==> src/rtl/frame_sync_gate_pkg.sv <==
// Shared pixel-pipeline definitions: frame gate state encoding and default geometry.
package frame_sync_gate_pkg;

  typedef enum logic [1:0] {
    ST_WAIT_LOW = 2'd0,
    ST_IDLE     = 2'd1,
    ST_ACTIVE   = 2'd2
  } sync_state_e;

  localparam int unsigned DEF_DATA_WIDTH = 32;
  localparam int unsigned DEF_WCNT_WIDTH = 12;
  localparam int unsigned DEF_LCNT_WIDTH = 12;
  localparam int unsigned DEF_MAX_LINES  = 1232;

endpackage

==> src/rtl/sync_edge_detect.sv <==
// Single-stage register on a sync strobe with rise/fall pulses against the live input.
module sync_edge_detect (
  input  logic clk_i,
  input  logic reset_i,
  input  logic sig_i,
  output logic q_o,
  output logic rise_o,
  output logic fall_o
);

  logic sig_q;

  // Hold the previous-cycle value of the strobe.
  always_ff @(posedge clk_i or posedge reset_i) begin
    if (reset_i) begin
      sig_q <= 1'b0;
    end else begin
      sig_q <= sig_i;
    end
  end

  assign q_o    = sig_q;
  assign rise_o = sig_i & ~sig_q;
  assign fall_o = ~sig_i & sig_q;

endmodule

==> src/rtl/frame_sync_gate.sv <==
// Frame gate: forwards only frames seen from their first line, measures
// line count / first-line length and flags geometry errors per frame.
module frame_sync_gate
  import frame_sync_gate_pkg::*;
#(
  parameter int unsigned DATA_WIDTH = DEF_DATA_WIDTH,
  parameter int unsigned WCNT_WIDTH = DEF_WCNT_WIDTH,
  parameter int unsigned LCNT_WIDTH = DEF_LCNT_WIDTH,
  parameter int unsigned MAX_LINES  = DEF_MAX_LINES
) (
  input  logic                  clk_i,
  input  logic                  reset_i,
  input  logic [DATA_WIDTH-1:0] data_i,
  input  logic                  line_valid_i,
  input  logic                  frame_active_i,
  output logic [DATA_WIDTH-1:0] data_o,
  output logic                  line_valid_o,
  output logic                  frame_valid_o,
  output logic                  frame_start_o,
  output logic                  frame_done_o,
  output logic [LCNT_WIDTH-1:0] line_count_o,
  output logic [WCNT_WIDTH-1:0] line_words_o,
  output logic                  frame_error_o
);

  localparam logic [LCNT_WIDTH-1:0] MAX_L = LCNT_WIDTH'(MAX_LINES);

  sync_state_e state;

  logic fa_q, fa_rise, fa_fall;
  logic lv_q, lv_rise, lv_fall;
  logic unused_edges;

  logic [WCNT_WIDTH-1:0] wcnt;
  logic [LCNT_WIDTH-1:0] lcnt;
  logic [WCNT_WIDTH-1:0] ref_len;
  logic                  run_err;

  logic                  in_active;
  logic [WCNT_WIDTH-1:0] wcnt_next;
  logic [LCNT_WIDTH-1:0] lcnt_next;
  logic [WCNT_WIDTH-1:0] ref_next;
  logic                  err_next;
  logic                  close_line;
  logic                  first_line;
  logic                  over_max;
  logic                  fwd_valid;

  sync_edge_detect u_fa_edge (
    .clk_i   (clk_i),
    .reset_i (reset_i),
    .sig_i   (frame_active_i),
    .q_o     (fa_q),
    .rise_o  (fa_rise),
    .fall_o  (fa_fall)
  );

  sync_edge_detect u_lv_edge (
    .clk_i   (clk_i),
    .reset_i (reset_i),
    .sig_i   (line_valid_i),
    .q_o     (lv_q),
    .rise_o  (lv_rise),
    .fall_o  (lv_fall)
  );

  assign unused_edges = ^{fa_q, lv_q, lv_rise};

  // Per-cycle counter update; a line still open when the frame ends is closed
  // here too, so the frame-end statistics can be loaded from these values.
  always_comb begin
    in_active  = (state == ST_ACTIVE);
    wcnt_next  = wcnt;
    if (line_valid_i && (wcnt != '1)) begin
      wcnt_next = wcnt + 1'b1;
    end
    close_line = in_active & (lv_fall | (fa_fall & line_valid_i));
    first_line = (lcnt == '0);
    over_max   = (lcnt >= MAX_L);
    lcnt_next  = lcnt;
    if (close_line && (lcnt != '1)) begin
      lcnt_next = lcnt + 1'b1;
    end
    ref_next = ref_len;
    err_next = run_err;
    if (close_line) begin
      if (first_line) begin
        ref_next = wcnt_next;
      end else if (wcnt_next != ref_len) begin
        err_next = 1'b1;
      end
      if (over_max) begin
        err_next = 1'b1;
      end
    end
    fwd_valid = line_valid_i & in_active & ~over_max;
  end

  // Frame FSM with registered outputs, counters and statistics.
  always_ff @(posedge clk_i or posedge reset_i) begin
    if (reset_i) begin
      state         <= ST_WAIT_LOW;
      data_o        <= '0;
      line_valid_o  <= 1'b0;
      frame_valid_o <= 1'b0;
      frame_start_o <= 1'b0;
      frame_done_o  <= 1'b0;
      line_count_o  <= '0;
      line_words_o  <= '0;
      frame_error_o <= 1'b0;
      wcnt          <= '0;
      lcnt          <= '0;
      ref_len       <= '0;
      run_err       <= 1'b0;
    end else begin
      frame_start_o <= 1'b0;
      frame_done_o  <= 1'b0;
      line_valid_o  <= fwd_valid;
      if (fwd_valid) begin
        data_o <= data_i;
      end
      case (state)
        ST_WAIT_LOW: begin
          if (!frame_active_i) begin
            state <= ST_IDLE;
          end
        end
        ST_IDLE: begin
          if (fa_rise) begin
            state         <= ST_ACTIVE;
            frame_start_o <= 1'b1;
            frame_valid_o <= 1'b1;
            wcnt          <= '0;
            lcnt          <= '0;
            ref_len       <= '0;
            run_err       <= 1'b0;
          end
        end
        ST_ACTIVE: begin
          wcnt    <= close_line ? '0 : wcnt_next;
          lcnt    <= lcnt_next;
          ref_len <= ref_next;
          run_err <= err_next;
          if (fa_fall) begin
            state         <= ST_IDLE;
            frame_valid_o <= 1'b0;
            frame_done_o  <= 1'b1;
            line_count_o  <= lcnt_next;
            line_words_o  <= ref_next;
            frame_error_o <= err_next;
          end
        end
        default: begin
          state <= ST_WAIT_LOW;
        end
      endcase
    end
  end

endmodule

==> config.mk <==
export PLATFORM = sky130hd
export DESIGN_NAME = frame_sync_gate
export DESIGN_NICKNAME = d
export VERILOG_FILES = /design/src/rtl/frame_sync_gate_pkg.sv /design/src/rtl/sync_edge_detect.sv /design/src/rtl/frame_sync_gate.sv
export SDC_FILE = /design/constraint.sdc
export NUM_CORES = 1
export LEC_CHECK = 0
export ABC_AREA = 1
export BUFFER_PORTS_ARGS = -buffer_cell sky130_fd_sc_hd__buf_4
export CELL_PAD_IN_SITES_DETAIL_PLACEMENT = 1
export CELL_PAD_IN_SITES_GLOBAL_PLACEMENT = 2
export CORE_UTILIZATION = 35
export DETAILED_ROUTE_END_ITERATION = 10
export PLACE_DENSITY_LB_ADDON = 0.1
export SETUP_SLACK_MARGIN = 0.15
export SLEW_MARGIN = 30
export SYNTH_ARGS = -nofsm -noshare
export SYNTH_HDL_FRONTEND = slang
export SYNTH_SLANG_ARGS = --single-unit
==> constraint.sdc <==
create_clock -name clk_i -period 8.5 [get_ports clk_i]
set_input_delay 1.7 -clock clk_i [delete_from_list [all_inputs] [get_ports clk_i]]
set_output_delay 1.7 -clock clk_i [all_outputs]
set_load 0.05 [all_outputs]
Word level (Yosys, flattened, before mapping)
Index checks and enable logic that the tools add are counted.
{"block": "totals", "reg_bits": 102, "in_bits": 36}
{"block": "classes", "addsub": 2, "magnitude_cmp": 1, "eq_ne": 8, "n_mux": 26, "bitwise_logic": 12, "reduce_logical": 9}
{"cell": "$mux 12", "count": 6}
{"cell": "$pmux 12 s2", "count": 3}
{"cell": "$add 12x1->12 const B", "count": 2}
{"cell": "$ne 12x12->1 const B", "count": 2}
{"cell": "$ge 12x11->1 const B", "count": 1}
{"cell": "$logic_not 12->1", "count": 1}
{"cell": "$ne 12x12->1", "count": 1}
{"cell": "$mux 1", "count": 11}
{"cell": "$and 1x1->1", "count": 7}
{"cell": "$mux 2", "count": 3}
{"cell": "$ne 2x2->1 const B", "count": 3}
{"cell": "$pmux 2 s3", "count": 1}
{"cell": "$reduce_and 3->1", "count": 2}
{"cell": "$not 1->1", "count": 4}
{"cell": "$pmux 1 s2", "count": 2}
{"cell": "$reduce_and 2->1", "count": 2}
{"cell": "$eq 2x1->1 const B", "count": 1}
{"cell": "$eq 2x2->1 const B", "count": 1}
{"cell": "$logic_and 1x1->1", "count": 2}
{"cell": "$logic_not 2->1", "count": 1}
{"cell": "$reduce_bool 2->1", "count": 1}
{"cell": "$or 1x1->1", "count": 1}

Longest topological paths before layout
Gate-level depths: netlist of run 1.
{"block": "logic_depth", "word_depth": 9, "ltp_mapped": 19, "ltp_nobuf": 19}

Modules after synthesis
Synthesis of run 1 repeated with hierarchy kept, for this count alone.
{"block": "unflattened", "cells_unflattened": 601, "hier_area_um2": 4850.9}
{"mod": "frame_sync_gate", "instances": 1, "cells_per_inst": 589, "area_each_um2": 4763.3}
{"mod": "sync_edge_detect", "instances": 2, "cells_per_inst": 6, "area_each_um2": 43.8}

Worst setup path before layout of run 1
No wires, ideal clock.
{"block": "synth_timing", "kind": "input -> register", "startpoint": "input line_valid_i", "endpoint": "register line_count_o[9]", "setup_time_ns": 0.129, "arrival_ns": 2.916, "path_slack_ns": 5.455, "path_stages": 11, "path_buffers": 1, "cell_sequence": "buf_6 > inv_1 > nor2_1 > nor3_4 > nand2_2 > inv_2 > nand3_2 > nor3_2 > nand3_1 > xor2_1 > o21ai_1"}
{"block": "synth_between", "elab_chain_cells": 6, "word_cells_on_any_way": 7, "cone_classes": "1 x mux; 5 x bitwise; 1 x reduce/logical"}
{"item": "start, declared", "line_no": "frame_sync_gate.sv:14", "text": "input logic line_valid_i,"}
{"item": "$not 1->1", "line_no": "sync_edge_detect.sv:24", "text": "assign fall_o = ~sig_i & sig_q;"}
{"item": "$and 1x1->1", "line_no": "sync_edge_detect.sv:24"}
{"item": "$or 1x1->1 *", "line_no": "frame_sync_gate.sv:77", "text": "close_line = in_active & (lv_fall | (fa_fall & line_valid_i));"}
{"item": "$and 1x1->1 *", "line_no": "frame_sync_gate.sv:77"}
{"item": "$logic_and 1x1->1 *", "line_no": "frame_sync_gate.sv:81", "text": "if (close_line && (lcnt != '1)) begin"}
{"item": "$mux 12 *", "line_no": "frame_sync_gate.sv:81"}
{"item": "end signal, assigned", "line_no": "frame_sync_gate.sv:148", "text": "line_count_o <= lcnt_next;"}
{"item": "end, declared", "line_no": "frame_sync_gate.sv:21", "text": "output logic [LCNT_WIDTH-1:0] line_count_o,"}
Mark *: on every way between the ends. The rest lies on a longest branch, timed or not.
A chain may end at the register's enable or synchronous reset.

Worst setup path after layout of run 1
{"block": "layout_timing", "startpoint": "input line_valid_i", "endpoint": "register frame_error_o"}
{"block": "layout_between", "elab_chain_cells": 7, "word_cells_on_any_way": 12, "cone_classes": "1 x eq/ne; 5 x mux; 5 x bitwise; 1 x reduce/logical"}
{"item": "$logic_and 1x1->1", "line_no": "frame_sync_gate.sv:74", "text": "if (line_valid_i && (wcnt != '1)) begin"}
{"item": "$mux 12", "line_no": "frame_sync_gate.sv:74"}
{"item": "$ne 12x12->1", "line_no": "frame_sync_gate.sv:89", "text": "end else if (wcnt_next != ref_len) begin"}
{"item": "$mux 1", "line_no": "frame_sync_gate.sv:89"}
{"item": "$mux 1", "line_no": "frame_sync_gate.sv:87", "text": "if (first_line) begin"}
{"item": "$mux 1", "line_no": "frame_sync_gate.sv:92", "text": "if (over_max) begin"}
{"item": "$mux 1 *", "line_no": "frame_sync_gate.sv:86", "text": "if (close_line) begin"}
{"item": "end signal, assigned", "line_no": "frame_sync_gate.sv:150", "text": "frame_error_o <= err_next;"}
{"item": "end, declared", "line_no": "frame_sync_gate.sv:23", "text": "output logic frame_error_o"}
Marks and branches as above.

==> flow_summary.json, run 1 <==
{
  "outcome": "completed",
  "holdCritStartpoint": "data_o[6]",
  "r2r-start": "wcnt[0]",
  "hpwl_um": 9220,
  "die_area_sq_um": 14400,
  "path_max_fanout": 12,
  "cts_tree": "built",
  "cp-startpoint": "line_valid_i",
  "htreeDepth": 3,
  "syn-instance-count": 591,
  "max_freq_ghz": 0.318,
  "pin_count": 97,
  "routabilityCongestion": 0.769,
  "final_cell_mix": "nand2_1 (222), dfrtp_1 (102), buf_4 (99)",
  "netlist_area_sq_um": 4890,
  "ys_warn_count": 0,
  "clockBufferDepth": 2,
  "antenna_found_initial": 0,
  "cts_buffers": 9,
  "drive_gt1_share_pct": 21.7,
  "finalPower_mw": 2.22,
  "worstPathRequired_ps": 8730,
  "start_util_pct": 36.3,
  "vias_per_cell": 4.89,
  "relSlewSlack_pct": 53.1,
  "yosysTopAreaCell": "dfrtp_1",
  "crit_arrival_ps": 3380,
  "cap_violations": 0,
  "post-route-period-util_pct": 37.0,
  "final_nets": 719,
  "avgSynthCellArea_sq_um": 8.27,
  "setup_viol": 0,
  "postLayoutCellArea_sq_um": 6010,
  "worstSetupPathType": "input port to flop",
  "antenna_cells": 0,
  "ys_seq_area_share_pct": 52.2,
  "placed_area_sq_um": 5760,
  "startpoint_type": "input port",
  "syn2layout_area_growth_pct": 22.9,
  "fin_crit_ps": 3140,
  "slew_viol_final": 0,
  "clk_latency_ps": 340,
  "tightest_slew_ps": 704,
  "final_common_cell": "nand2_1",
  "ys_ff_latch": 102,
  "ys_top_cells_by_area": "dfrtp_1 (52%), nand2_1 (17%), inv_1 (4.1%)",
  "cts_resized": 0,
  "dpl_worst_slack_ps": 4730,
  "hold_viol": 0,
  "hold_path.class": "flop to flop",
  "die_y_um": 120,
  "avgRoutedWirePerCell_um": 15.1,
  "grt_overflow": 0,
  "vdd_ir_drop_max_mv": 0.185,
  "syn_nets": 630,
  "grt_max_degree": 55,
  "drc": 0,
  "clkTransAtPathRegs_ps": 60,
  "dr_total_vias": 4198,
  "post_cts_buffers": 0,
  "synth_cell_types": 30,
  "fin_ws_ps": 5360,
  "finalCoreUtilization_pct": 44.7,
  "coreArea_sq_um": 13500,
  "grt_pass1_vias": 4551,
  "gr-usage-all-layers_pct": 18.9,
  "io_buffers": 96,
  "crit_path_end_kind": "flop",
  "root_buffer": "clkbuf_16",
  "instances_no_fill": 858,
  "routed_wl_um": 12900,
  "skew_ps": 4.63,
  "postCtsHoldBufs": 0,
  "synth_top_area_share_pct": 52.2,
  "cts_num_sinks": 102,
  "p_leak_nw": 3.06,
  "worst_hold_slack_ps": 481,
  "firstDrtPassIters": 4,
  "rsz0062_at_grt": "false",
  "drt_iter0_markers": 141,
  "grt_pass1_wl_um": 21400,
  "row_count": 42,
  "finalSetupTns_ps": 0,
  "antenna_left": 0,
  "dp.cells": 845,
  "die_w_um": 120,
  "power_density_nw_per_um2": 370
}
[critical path, stage by stage]
cell     delay (ps)
buf_4           170
inv_1           120
nor2_4          220
nand3_1         110
nand2_1         100
nand2_1          90
nand2_1          70
nand2_1          50
nor2_1          130
nand2_1          80
nor2_1           80
nand2_1          70
nand2_1          60
nand2_1          60
nand2_1         100
nand2_1          60
nand2_1          50
nand2_1          50
[cells by family after synthesis]
logic type               Yosys count  share of synthesized area [%]
flip-flops                       102                           52.2
AO/OA/AOI/OAI                     78                           8.78
buffers and inverters             80                           6.50
XOR/XNOR                          12                           2.30
AND/OR/NAND/NOR                  316                           29.4
adder cells (fa/ha/maj)            3                          0.768
[synth_stat cells, drive strengths merged]
library cell	number
dfrtp	102
nor3	5
nor2	32
ha	3
inv	59
o22ai	31
nand3	41
xor2	12
a21oi	3
o21ai	44
clkbuf	16
nand2	230
nand4	7
buf	5
nor4	1
[routing by layer]
metal	global-route usage (%)	share of wire [%]	vias to the layer above
met5	0	0	-
met4	7.03	1.5	0
met3	5.32	6.0	16
met2	31.6	49	82
met1	22.9	44	2037
li1	-	-	2063
[flip-flops by register name, summed over array words and instances, names as in the netlist, 2 cells and up]
name          flops
lcnt             12
data_o           32
line_words_o     12
line_count_o     12
wcnt             12
state             2
ref_len          12
[path summary, 6_finish.rpt]
kind                                  to  slack, ps  cells past startpoint
max reg2reg                frame_error_o       6080                     18
min reg2reg                    data_o[6]        480                      2
max                        frame_error_o       5360                     18
min                            data_o[6]        480                      2
max in group asynchronous      data_o[5]       5920                      3
min in group asynchronous     data_o[23]       1470                      2
[power by group]
part           total [mW]  internal [mW]  switching, mW
combinational        1.08          0.320          0.756
clock               0.365          0.194          0.172
sequential          0.780          0.656          0.124
total                2.22           1.17           1.05
[layout make-up]
| cell class | count | area (sq um) |
|---|---|---|
| clock inverters | 2 | 12.5 |
| fillers | 1655 | 7450 |
| multi-input cells | 409 | 2020 |
| inverters | 59 | 224 |
| repair buffers | 99 | 743 |
| clock buffers | 11 | 233 |
| well taps | 176 | 220 |
| flip-flops and latches | 102 | 2550 |
Note: power is estimated with default switching activity, not from simulation.
==> inputs of run 2 (changes only) <==
CORE_UTILIZATION = 29   (was 35)
clock period = 2.8 ns   (was 8.5 ns; I/O delays follow)
==> flow_summary.json, run 2 (synthesis results as in run 1) <==
{
  "outcome": "completed",
  "routabilityCongestion": 0.751,
  "die_y_um": 132,
  "final_nets": 727,
  "crit_path_end_kind": "flop",
  "avgRoutedWirePerCell_um": 14.7,
  "die_area_sq_um": 17400,
  "antenna_left": 0,
  "p_leak_nw": 3.14,
  "path_max_fanout": 16,
  "tightest_slew_ps": 618,
  "postCtsHoldBufs": 0,
  "cap_violations": 0,
  "power_density_nw_per_um2": 1130,
  "relSlewSlack_pct": 58.7,
  "p_sw_share_pct": 46.8,
  "finalSetupTns_ps": 0,
  "vias_per_cell": 4.57,
  "start_util_pct": 29.6,
  "rsz0062_at_grt": "false",
  "clk_latency_ps": 360,
  "grt_pass1_wl_um": 23300,
  "crit_arrival_ps": 2480,
  "root_buffer": "clkbuf_16",
  "setup_viol": 0,
  "clkTransAtPathRegs_ps": 80,
  "top_register": "data_o",
  "switchingPower_mw": 3.27,
  "cts_num_sinks": 102,
  "cts_tree": "built",
  "drive_gt1_share_pct": 22.9,
  "grtUsageMet2_pct": 28.4,
  "max_freq_ghz": 0.447,
  "fin_crit_ps": 2240,
  "cts_resized": 0,
  "p_clk_share_pct": 19.3,
  "dr_total_vias": 4172,
  "syn2layout_area_growth_pct": 27.1,
  "multi_input_area_sq_um": 2020,
  "coreArea_sq_um": 16500,
  "pwr-share-seq_pct": 33.7,
  "row_count": 47,
  "antenna_cells": 0,
  "htreeDepth": 3,
  "io_buffers": 96,
  "post_cts_buffers": 0,
  "grt_use_met1_pct": 21.2,
  "routed_wl_um": 13400,
  "worstPathRequired_ps": 3040,
  "regToRegSetupSlack_ps": 560,
  "post-route-period-util_pct": 79.9,
  "hold_viol": 0,
  "grt_max_degree": 44,
  "vdd_ir_drop_max_mv": 0.398,
  "clockBufferDepth": 2,
  "worstSetupPathType": "flop to flop",
  "worst_hold_slack_ps": 273,
  "gr-usage-all-layers_pct": 16.7,
  "slew_viol_final": 0,
  "hold_path.class": "input port to async pin",
  "ff_latch_area_sq_um": 2550,
  "pin_count": 97,
  "n_fill_cell": 1980,
  "die_w_um": 132,
  "startpoint_type": "flop",
  "combPwrFrac_pct": 47.1,
  "grt_pass1_vias": 4585,
  "intPower_mw": 3.72,
  "drt_iter0_markers": 165,
  "drc": 0,
  "cts_buffers": 9,
  "grt_busiest_layer": "met2",
  "antenna_found_initial": 0,
  "grt_overflow": 0,
  "hpwl_um": 9460,
  "largest_reg_flops": 32,
  "met3_usage_pct": 4.46,
  "final_common_cell": "nand2_1",
  "final_cell_mix": "nand2_1 (222), buf_4 (105), dfrtp_1 (102)",
  "firstDrtPassIters": 4,
  "skew_ps": 9.99
}
[run 2: metal layers]
metal | part of all wire, % | vias up
met2 | 50 | 64
met3 | 3.6 | 10
li1 | - | 2081
met5 | 0 | -
met4 | 1.0 | 0
met1 | 45 | 2017
[run 2: power groups by stage]
stage               Combinational (mW)  Clock (mW)  Sequential [mW]
global route                      3.58        1.45             2.44
finish                            3.29        1.35             2.35
floorplan                         1.03           0             3.60
global placement                  3.32           0             2.36
detailed placement                3.35           0             2.38
CTS                               3.35        1.40             2.37
[run 2: critical path, stage by stage (launching register included)]
cell     delay [ps]
dfrtp_1         440
ha_1            230
nand3_2         110
inv_2            90
nand3_4         210
nand2_2         170
nand2_1          80
nand3_1          70
nand2_1          60
nor2_1           80
nand2_1          50
nor2_1          130
nand2_1          70
nand2_1          50
nand2_1          50
nand2_1          70
nand2_1          50
nand2_1          60
nand2_1          60
[run 2: worst paths after layout]
check / start / to / cells after the start
max in group asynchronous: reset_i / wcnt[8] / 3
min: reset_i / line_count_o[8] / 2
min reg2reg: line_words_o[5] / line_words_o[5] / 2
max: wcnt[1] / frame_error_o / 18
max reg2reg: wcnt[1] / frame_error_o / 18
min in group clk_i: frame_active_i / u_fa_edge.q_o / 1
[run 2: area by class of cell]
type | instances | area share [%]
sequential | 102 | 41.1
multi-input combinational | 409 | 32.5
timing repair buffer | 107 | 13.3
tap | 220 | 4.43
clock buffer | 10 | 3.85
inverter | 59 | 3.63
clock inverter | 6 | 1.21
[run 2: per-stage QoR]
step / cells / instance area [sq um] / total power [mW] / setup slack (ps) / utilization, %
finish: 913 / 6210 / 6.99 / 563 / 37.6
global route: 913 / 6210 / 7.47 / 246 / 37.6
CTS: 913 / 6210 / 7.12 / 530 / 37.6
detailed placement: 897 / 5900 / 5.73 / 432 / 35.7
global placement: 897 / 5900 / 5.68 / 389 / 35.7
floorplan: 591 / 4890 / 4.63 / 895 / -
